==> config.mk <==
export PLATFORM = sky130hd
export DESIGN_NAME = maxpool_grad_router
export DESIGN_NICKNAME = d
export VERILOG_FILES = /design/src/rtl/cnn_pkg.sv /design/src/rtl/pool_argmax_tracker.sv /design/src/rtl/maxpool_grad_router.sv
export SDC_FILE = /design/constraint.sdc
export NUM_CORES = 1
export LEC_CHECK = 0
export CAP_MARGIN = 20
export CORE_ASPECT_RATIO = 0.9
export CORE_MARGIN = 1.5
export CORE_UTILIZATION = 32
export CTS_BUF_LIST = sky130_fd_sc_hd__clkbuf_2 sky130_fd_sc_hd__clkbuf_4 sky130_fd_sc_hd__clkbuf_8
export DETAILED_ROUTE_END_ITERATION = 16
export HOLD_SLACK_MARGIN = 0.1
export PLACE_DENSITY_LB_ADDON = 0.15
export SLEW_MARGIN = 30
export SYNTH_ARGS = -nofsm -noshare
export SYNTH_HDL_FRONTEND = slang
export SYNTH_SLANG_ARGS = --single-unit
==> constraint.sdc <==
create_clock -name clk -period 8.5 [get_ports clk]
set_input_delay 2.125 -clock clk [delete_from_list [all_inputs] [get_ports clk]]
set_output_delay 2.125 -clock clk [all_outputs]
set_load 0.05 [all_outputs]
==> src/rtl/cnn_pkg.sv <==
// cnn_pkg: shared widths, FSM state encoding and feature-map address helper
package cnn_pkg;
    localparam int CNN_DATA_W = 16;
    typedef enum logic [2:0] {S_IDLE, S_READ, S_LAST, S_GRAD, S_WRITE} state_t;
    function automatic int fm_addr(input int row, input int col, input int width);
        return row * width + col;
    endfunction
endpackage

==> src/rtl/pool_argmax_tracker.sv <==
// pool_argmax_tracker: running signed max over one window, first position wins on ties
module pool_argmax_tracker
    import cnn_pkg::*;
#(
    parameter int DATA_W = CNN_DATA_W,
    parameter int IDX_W  = 2
) (
    input  logic              clk,
    input  logic              rst,
    input  logic              clear,
    input  logic              v_valid,
    input  logic [DATA_W-1:0] v_data,
    input  logic [IDX_W-1:0]  v_idx,
    output logic [DATA_W-1:0] max_val,
    output logic [IDX_W-1:0]  max_idx
);
    logic [DATA_W-1:0] r_max;
    logic [IDX_W-1:0]  r_idx;
    logic              w_take;
    assign w_take  = v_valid && (v_idx == '0 || $signed(v_data) > $signed(r_max));
    assign max_val = r_max;
    assign max_idx = r_idx;
    // position 0 seeds the window; later values win only when strictly greater
    always_ff @(posedge clk) begin
        if (rst || clear) begin
            r_max <= '0;
            r_idx <= '0;
        end else if (w_take) begin
            r_max <= v_data;
            r_idx <= v_idx;
        end
    end
endmodule

==> src/rtl/maxpool_grad_router.sv <==
// maxpool_grad_router: routes each pooled gradient to its window's argmax in a full-size map
module maxpool_grad_router
    import cnn_pkg::*;
#(
    parameter int FM_HEIGHT = 62,
    parameter int FM_WIDTH  = 62,
    parameter int POOL      = 2,
    parameter int DATA_W    = CNN_DATA_W,
    parameter int ADDR_W    = 12
) (
    input  logic              clk,
    input  logic              rst,
    input  logic              start,
    output logic              busy,
    output logic              done,
    output logic [ADDR_W-1:0] fm_rd_addr,
    output logic              fm_rd_en,
    input  logic [DATA_W-1:0] fm_rd_data,
    input  logic              grad_valid,
    output logic              grad_ready,
    input  logic [DATA_W-1:0] grad_data,
    output logic              gout_we,
    output logic [ADDR_W-1:0] gout_addr,
    output logic [DATA_W-1:0] gout_data
);
    localparam int K_N = POOL * POOL;
    localparam int K_W = (K_N > 1) ? $clog2(K_N) : 1;
    localparam logic [K_W-1:0]    K_LAST  = K_W'(K_N - 1);
    localparam logic [ADDR_W-1:0] PR_LAST = ADDR_W'(FM_HEIGHT / POOL - 1);
    localparam logic [ADDR_W-1:0] PC_LAST = ADDR_W'(FM_WIDTH / POOL - 1);

    if (FM_HEIGHT % POOL != 0 || FM_WIDTH % POOL != 0) begin : g_bad_dims
        $error("FM_HEIGHT and FM_WIDTH must be multiples of POOL");
    end
    if ((1 << ADDR_W) < FM_HEIGHT * FM_WIDTH) begin : g_bad_addr
        $error("ADDR_W too small for the feature map");
    end

    state_t            r_state, w_next;
    logic [ADDR_W-1:0] r_pr, r_pc, w_addr;
    logic [K_W-1:0]    r_k, r_rd_k, w_arg;
    logic [DATA_W-1:0] r_grad, w_unused_max;
    logic              r_rd_v, r_done, w_k_last, w_win_last;

    assign w_k_last   = r_k == K_LAST;
    assign w_win_last = r_pr == PR_LAST && r_pc == PC_LAST;
    assign w_addr     = ADDR_W'(fm_addr(int'(r_pr) * POOL + int'(r_k) / POOL,
                                        int'(r_pc) * POOL + int'(r_k) % POOL, FM_WIDTH));

    assign busy       = r_state != S_IDLE;
    assign done       = r_done;
    assign fm_rd_en   = r_state == S_READ;
    assign fm_rd_addr = fm_rd_en ? w_addr : '0;
    assign grad_ready = r_state == S_GRAD;
    assign gout_we    = r_state == S_WRITE;
    assign gout_addr  = gout_we ? w_addr : '0;
    assign gout_data  = (gout_we && r_k == w_arg) ? r_grad : '0;

    pool_argmax_tracker #(.DATA_W(DATA_W), .IDX_W(K_W)) u_tracker (
        .clk    (clk),
        .rst    (rst),
        .clear  (r_state == S_IDLE),
        .v_valid(r_rd_v),
        .v_data (fm_rd_data),
        .v_idx  (r_rd_k),
        .max_val(w_unused_max),
        .max_idx(w_arg)
    );

    // state register
    always_ff @(posedge clk) begin
        if (rst) r_state <= S_IDLE;
        else     r_state <= w_next;
    end

    // next state; a start landing on the done cycle is dropped
    always_comb begin
        w_next = r_state;
        case (r_state)
            S_IDLE:  if (start && !r_done) w_next = S_READ;
            S_READ:  if (w_k_last) w_next = S_LAST;
            S_LAST:  w_next = S_GRAD;
            S_GRAD:  if (grad_valid) w_next = S_WRITE;
            S_WRITE: if (w_k_last) w_next = w_win_last ? S_IDLE : S_READ;
            default: w_next = S_IDLE;
        endcase
    end

    // window/position counters, read-data tagging, gradient latch and done pulse
    always_ff @(posedge clk) begin
        if (rst) begin
            r_pr   <= '0;
            r_pc   <= '0;
            r_k    <= '0;
            r_rd_k <= '0;
            r_rd_v <= 1'b0;
            r_grad <= '0;
            r_done <= 1'b0;
        end else begin
            r_done <= r_state == S_WRITE && w_k_last && w_win_last;
            r_rd_v <= r_state == S_READ;
            r_rd_k <= r_k;
            if (r_state == S_IDLE) begin
                r_pr <= '0;
                r_pc <= '0;
                r_k  <= '0;
            end else if (r_state == S_READ || r_state == S_WRITE) begin
                r_k <= w_k_last ? '0 : r_k + 1'b1;
            end
            if (r_state == S_GRAD && grad_valid) r_grad <= grad_data;
            if (r_state == S_WRITE && w_k_last && !w_win_last) begin
                r_pc <= (r_pc == PC_LAST) ? '0 : r_pc + 1'b1;
                if (r_pc == PC_LAST) r_pr <= r_pr + 1'b1;
            end
        end
    end
endmodule

==> results of run 1 <==
[area by class of cell]
type	count	share of cell area (%)
clock inverters	2	0.577
clock buffers	13	2.74
repair buffers	81	13.3
flip-flops and latches	67	22.1
well taps	198	4.08
multi-input cells	456	53.4
inverters	62	3.83
[worst max-delay path: cells and delay by family (launching register included)]
family	cells	cell delay, ns
fa+ha+maj	5	2.18
buf+inv	5	1.17
compound gates	3	0.83
simple gates	3	0.54
flops	1	0.51
xor+xnor	2	0.30
[cell families after synthesis]
family                     share of synthesized area, %
and+or+nand+nor                                    24.3
AOI/OAI and AO/OA                                  14.1
buffers and inverters                              7.07
adders and majority gates                          20.0
DFF                                                27.2
xor gates and xnor gates                           4.08
muxes                                              3.24
[placed cells by master (no fill, tap or decap), types with 4 or more instances in the layout]
master,count
sky130_fd_sc_hd__a211oi_1,5
sky130_fd_sc_hd__a21o_1,4
sky130_fd_sc_hd__a21oi_1,50
sky130_fd_sc_hd__and2_1,27
sky130_fd_sc_hd__and3_1,5
sky130_fd_sc_hd__clkbuf_8,11
sky130_fd_sc_hd__clkdlybuf4s50_1,79
sky130_fd_sc_hd__dfxtp_1,67
sky130_fd_sc_hd__fa_1,20
sky130_fd_sc_hd__ha_1,47
sky130_fd_sc_hd__inv_1,60
sky130_fd_sc_hd__mux2i_1,16
sky130_fd_sc_hd__nand2_1,44
sky130_fd_sc_hd__nand2b_1,4
sky130_fd_sc_hd__nand3_1,16
sky130_fd_sc_hd__nand3b_1,7
sky130_fd_sc_hd__nand4_1,8
sky130_fd_sc_hd__nor2_1,77
sky130_fd_sc_hd__nor2b_1,11
sky130_fd_sc_hd__nor3_1,10
sky130_fd_sc_hd__o21ai_0,14
sky130_fd_sc_hd__o21ai_2,4
sky130_fd_sc_hd__or2_2,5
sky130_fd_sc_hd__xnor2_1,13
sky130_fd_sc_hd__xor2_1,10
[power by group]
part	internal, mW	switching (mW)
sequential	0.316	0.00180
clock	0.156	0.122
combinational	0.0309	0.0334
[through the flow]
step,setup WS [ns],instances
after floorplan,1.36,604
after global placement,0.942,864
after detailed placement,0.853,864
after CTS,0.442,879
after global routing,0.205,879
final,0.493,879
[cells in the mapped netlist, types with 3 or more instances]
cell type	instances
sky130_fd_sc_hd__nand2_1	44
sky130_fd_sc_hd__a211oi_1	5
sky130_fd_sc_hd__nor2b_1	11
sky130_fd_sc_hd__or3_1	3
sky130_fd_sc_hd__a21oi_1	50
sky130_fd_sc_hd__o21ai_0	14
sky130_fd_sc_hd__ha_1	47
sky130_fd_sc_hd__nand3b_1	7
sky130_fd_sc_hd__o21ai_2	4
sky130_fd_sc_hd__clkbuf_1	11
sky130_fd_sc_hd__a311oi_1	3
sky130_fd_sc_hd__mux2i_1	16
sky130_fd_sc_hd__o21a_1	3
sky130_fd_sc_hd__nor3_1	10
sky130_fd_sc_hd__a21o_1	4
sky130_fd_sc_hd__a21oi_2	3
sky130_fd_sc_hd__fa_1	20
sky130_fd_sc_hd__or2_2	5
sky130_fd_sc_hd__and2_1	27
sky130_fd_sc_hd__inv_1	60
sky130_fd_sc_hd__dfxtp_1	67
sky130_fd_sc_hd__nand3_1	16
sky130_fd_sc_hd__a211o_1	3
sky130_fd_sc_hd__o21ai_1	3
sky130_fd_sc_hd__nand4_1	8
sky130_fd_sc_hd__nand2b_1	4
sky130_fd_sc_hd__nor4_1	3
sky130_fd_sc_hd__o211a_1	3
sky130_fd_sc_hd__xnor2_1	13
sky130_fd_sc_hd__nor2_1	77
sky130_fd_sc_hd__and3_2	3
sky130_fd_sc_hd__xor2_1	10
sky130_fd_sc_hd__and3_1	5
sky130_fd_sc_hd__buf_6	3
[flip-flops by register name, summed over array words and instances, names as in the netlist]
name	count
done	1
r_k	2
r_pc	12
r_rd_v	1
r_state	3
u_tracker.max_idx	2
r_pr	12
r_rd_k	2
u_tracker.max_val	16
r_grad	16
[per-layer routing]
layer	vias to the layer above	track usage, %
met5	-	0
met2	61	24.0
met3	10	3.52
li1	2177	-
met4	0	3.87
met1	1971	19.9
[worst paths after layout]
path	to	slack, ns	depth (start not counted)	start
hold / removal	r_grad[4]	0.45	2	r_grad[4]
setup reg to reg	r_pr[4]	5.68	7	r_pc[1]
hold reg to reg	r_grad[4]	0.45	2	r_grad[4]
setup / recovery	gout_addr[11]	0.49	18	r_pr[4]
==> parameters.txt, run 1 <==
Parameter                              Value

Global route
  Vias in the first global route    4027
  All-layer global routing usage    14.9%
  Congestion Overflow GR    0
  Largest net degree at the start of global routing    49
  Initial antenna violation count    0
  Wire length of the first global-routing pass    19.3 mm

Clocking
  Sinks on Clock Net    67
  Post-CTS Hold Fix Bufs    0
  Clock network latency to the later pin of the worst-skew pair    0.35 ns
  Total CTS buffers    9
  Number of buffers between clock root and the deepest sink    2
  Clock-pin slew reported for the worst setup and hold paths after clock tree synthesis    0.07 ns
  Gates resized, CTS repair    0
  Cell chosen for the clock root    sky130_fd_sc_hd__clkbuf_8
  Max H-tree Level    3
  TritonCTS clock tree    built
  Number of buffers inserted by post-CTS setup repair    0

Worst setup path
  Slowest-stage cell, CP    sky130_fd_sc_hd__clkdlybuf4s50_1
  Highest net fanout along the worst path    7
  Data required time at the worst endpoint    6.38 ns
  Critical Path AT    5.88 ns
  Worst setup path class    reg2out
  Slowest cell delay on critical path    0.81 ns
  CP Capture Type    primary output
  Kind of launch point of the worst setup path    flip-flop
  Most common cell on crit path    sky130_fd_sc_hd__inv_1
  Worst path cell trace    inv_1, fa_1, inv_1, fa_1, inv_1, fa_1, inv_1, ha_1, nor2b_1, a31o_2, or2_2, xor2_1, ha_1, a21o_1, a221o_1, xnor2_1, nor2_1, clkdlybuf4s50_1

Finish
  Post-layout instance area    0.00607 sq mm
  Count of filler cells inserted in the layout    1481
  FF+latch area    0.00134 sq mm
  Number of antenna diodes    0
  Final layout net count    780
  Total area of multi-input combinational cells    0.00325 sq mm
  Core Util, Final    40.8%
  Area added between synthesis and finish    23.1%
  Share of final-layout standard cells stronger than drive strength 1    6.31%

STA
  Final hold violation count    0
  Final setup violation count    0
  Worst-case headroom to the max-slew limit    45.0%
  Final critical-path required period    8.01 ns
  Final number of max-transition violations    0
  Highest Clock Rate    0.125 GHz
  Worst hold slack across all endpoints    0.449 ns
  Setup Total Neg Slack    0 ns
  Post-route clock period utilization    94.2%
  Clock skew    0.0104 ns
  Transition time of the tightest slew-check pin    0.825 ns
  RSZ-0062 raised after global routing    false

Min path
  Path category of the worst min-delay check    reg2reg

Yosys
  Cell accounting for the most synthesized area    sky130_fd_sc_hd__dfxtp_1
  Syn. warnings    0
  Most used flip-flop cell after synthesis    sky130_fd_sc_hd__dfxtp_1
  Post-Synthesis Cell Area    0.00494 sq mm
  Number of instances in the synthesized netlist    604
  Distinct cells, synth    66
  Synthesis-stage register bit count    67
  Most area-consuming cells after synthesis    sky130_fd_sc_hd__dfxtp_1, sky130_fd_sc_hd__ha_1, sky130_fd_sc_hd__fa_1
  Average footprint of a synthesized cell    8.17 sq um
  Syn Nets    707
  Proportion of synthesized chip area in sequential cells    27.2%
  Count of flip-flops with a built-in enable after synthesis    0
  Fraction of registers with async set/reset    0%
  Post-synth top area share    27.2%

Route
  DRC marker count from the first detailed-route iteration    175
  Met2 WL post-DR    5.25 mm
  DR WL/cell    13.2 microns
  Vias after detailed routing    4219
  Met3 wirelength from detailed routing    430 microns
  Antenna Nets Post-Route    0
  DRC violations left    0
  First-pass iteration count of the detailed router    4
  Wire length on met1    5.82 mm
  Top Metal Used    met4
  Drt via density    4.80
  Wire length after detailed routing    11.6 mm

Outcome
  Status    finished, final reports clean

Placement
  Port Buf Inserts    80
  DP Area    0.00587 sq mm
  Placer's final routability congestion estimate    0.802
  Placed wire-length estimate after detailed placement    8.91 mm

Power and ir drop
  Overall power of the completed layout    0.660 mW
  Largest vdd supply drop    0.0000721 V
  Leakage power    2.52 nW
  Power per Cell Area    109 mW/mm^2

Floorplan
  I/O Pins    81
  Die height    121 microns
  Overall die width    134 microns
  Number of rows in the core area    42
  DIE AREA    0.0162 sq mm
  Starting density of the core    33.2%
  Core Region    0.0149 sq mm

Job
  Count of maximum capacitance violations    0
(Power assumes the default switching activity.)
==> inputs of run 2 (changes only) <==
CORE_MARGIN = 2   (was 1.5)
==> parameters.txt, run 2 (synthesis results as in run 1) <==
Parameter                              Value

Clocking
  TritonCTS clock tree    built
  Max H-tree Level    3 (unchanged)
  Sinks on Clock Net    67 (unchanged)
  Total CTS buffers    9 (unchanged)
  Clock-pin slew reported for the worst setup and hold paths after clock tree synthesis    0.08 ns (about the same)
  Gates resized, CTS repair    0 (unchanged)
  Clock network latency to the later pin of the worst-skew pair    0.35 ns (about the same)
  Cell chosen for the clock root    sky130_fd_sc_hd__clkbuf_8
  Post-CTS Hold Fix Bufs    0 (unchanged)
  Number of buffers inserted by post-CTS setup repair    0 (unchanged)
  Number of buffers between clock root and the deepest sink    2 (unchanged)

Route
  DR WL/cell    13.5 microns (+1.9%)
  Wire length after detailed routing    11.9 mm (+2.6%)
  Drt via density    4.78 (-0.37%)
  Vias after detailed routing    4232 (+0.31%)
  DRC violations left    0 (unchanged)
  DRC marker count from the first detailed-route iteration    264 (+51%)
  First-pass iteration count of the detailed router    4 (unchanged)
  Antenna Nets Post-Route    0 (unchanged)

Placement
  Placer's final routability congestion estimate    0.816 (+1.7%)
  Port Buf Inserts    80 (unchanged)
  Placed wire-length estimate after detailed placement    8.95 mm (+0.37%)
  Worst slack at placement    0.861 ns (+0.00868 ns)

Floorplan
  DIE AREA    0.0164 sq mm (+1.6%)
  Overall die width    135 microns (+0.75%)
  I/O Pins    81 (unchanged)
  Die height    122 microns (+0.83%)
  Starting density of the core    32.4% (-0.77 points)
  Core Region    0.0152 sq mm (+2.4%)
  Number of rows in the core area    43 (+2.4%)

Finish
  Share of final-layout standard cells stronger than drive strength 1    6.44% (+0.13 points)
  Commonest non-fill, non-tap cells in the layout    sky130_fd_sc_hd__clkdlybuf4s50_1, sky130_fd_sc_hd__nor2_1, sky130_fd_sc_hd__dfxtp_1
  Most common library cell in the layout ignoring fill and taps    sky130_fd_sc_hd__clkdlybuf4s50_1
  Number of antenna diodes    0 (unchanged)
  Area added between synthesis and finish    24.0%
  Final layout net count    781 (+0.13%)

Min path
  Path category of the worst min-delay check    reg2reg

Power and ir drop
  Leakage power    2.54 nW (+0.54%)
  Power per Cell Area    113 mW/mm^2 (+4.2%)
  Largest vdd supply drop    0.0000683 V (-5.2%)

STA
  Transition time of the tightest slew-check pin    0.814 ns (-0.0110 ns)
  Highest Clock Rate    0.125 GHz (about the same)
  Final WS setup    0.498 ns (+0.00472 ns)
  Worst-case headroom to the max-slew limit    45.7% (+0.74 points)
  Post-route clock period utilization    94.1% (about the same)
  Final hold violation count    0 (unchanged)
  Final critical-path required period    8.00 ns (-0.00472 ns)
  Clock skew    0.0120 ns (+0.00160 ns)
  Final number of max-transition violations    0 (unchanged)
  Setup Total Neg Slack    0 ns (unchanged)
  RSZ-0062 raised after global routing    false
  Final setup violation count    0 (unchanged)

Worst setup path
  Worst reg-to-reg setup slack    5.69 ns (about the same)
  Kind of launch point of the worst setup path    flip-flop
  Data required time at the worst endpoint    6.38 ns (about the same)
  Worst setup path class    reg2out
  CP Capture Type    primary output
  Highest net fanout along the worst path    7 (unchanged)
  Critical Path AT    5.88 ns (about the same)

Global route
  Initial antenna violation count    0 (unchanged)
  Vias in the first global route    4156 (+3.2%)
  Wire length of the first global-routing pass    19.8 mm (+2.6%)
  Congestion Overflow GR    0 (unchanged)
  All-layer global routing usage    15.0% (+0.16 points)
  Largest net degree at the start of global routing    49 (unchanged)

Job
  Count of maximum capacitance violations    0 (unchanged)

Outcome
  Status    finished, final reports clean
==> run 2: worst paths after layout <==
check / cells past startpoint / end / start
worst max register to register: 7 / r_pr[4] / r_pc[1]
worst min register to register: 2 / r_grad[5] / r_grad[5]
worst min-delay path: 2 / r_grad[5] / r_grad[5]
worst max-delay path: 18 / fm_rd_addr[11] / r_pr[4]
==> run 2: worst max-delay path: stages (launching register included) <==
cell	delay (ns)
sky130_fd_sc_hd__dfxtp_1	0.52
sky130_fd_sc_hd__inv_1	0.22
sky130_fd_sc_hd__fa_1	0.53
sky130_fd_sc_hd__inv_1	0.06
sky130_fd_sc_hd__fa_1	0.49
sky130_fd_sc_hd__inv_1	0.05
sky130_fd_sc_hd__fa_1	0.49
sky130_fd_sc_hd__inv_1	0.04
sky130_fd_sc_hd__ha_1	0.34
sky130_fd_sc_hd__nor2b_1	0.16
sky130_fd_sc_hd__a31o_2	0.22
sky130_fd_sc_hd__or2_2	0.28
sky130_fd_sc_hd__xor2_1	0.15
sky130_fd_sc_hd__ha_1	0.33
sky130_fd_sc_hd__a21o_1	0.23
sky130_fd_sc_hd__a221o_1	0.38
sky130_fd_sc_hd__xnor2_1	0.14
sky130_fd_sc_hd__nor2_1	0.09
sky130_fd_sc_hd__clkdlybuf4s50_1	0.81
==> run 2: metal layers <==
layer | global-route usage, % | wire (microns)
met1 | 20.1 | 5800
met3 | 3.83 | 467
met2 | 24.3 | 5500
met4 | 3.95 | 142
met5 | 0 | 0
==> run 2: layout make-up <==
cell class | instances | area [sq um]
Multi-Input combinational cell | 456 | 3250
Inverter | 62 | 233
Fill cell | 1542 | 9110
Sequential cell | 67 | 1340
Timing Repair Buffer | 82 | 816
Tap cell | 202 | 253
Clock inverter | 4 | 72.6
Clock buffer | 12 | 159
==> run 2: per-stage QoR <==
stage | std cells | instance area, sq um | hold WS (ns) | utilization (%) | power, mW
floorplan | 604 | 4940 | 0.432 | - | 0.365
global placement | 869 | 5890 | 0.439 | 38.7 | 0.390
detailed placement | 869 | 5890 | 0.445 | 38.7 | 0.391
CTS | 885 | 6120 | 0.455 | 40.2 | 0.705
global route | 885 | 6120 | 0.468 | 40.2 | 0.727
finish | 885 | 6120 | 0.454 | 40.2 | 0.693
==> run 2: where the power goes <==
group          switching, mW  total (mW)  internal (mW)
Clock                  0.126       0.310          0.184
Sequential           0.00182       0.318          0.316
Combinational         0.0334      0.0647         0.0313
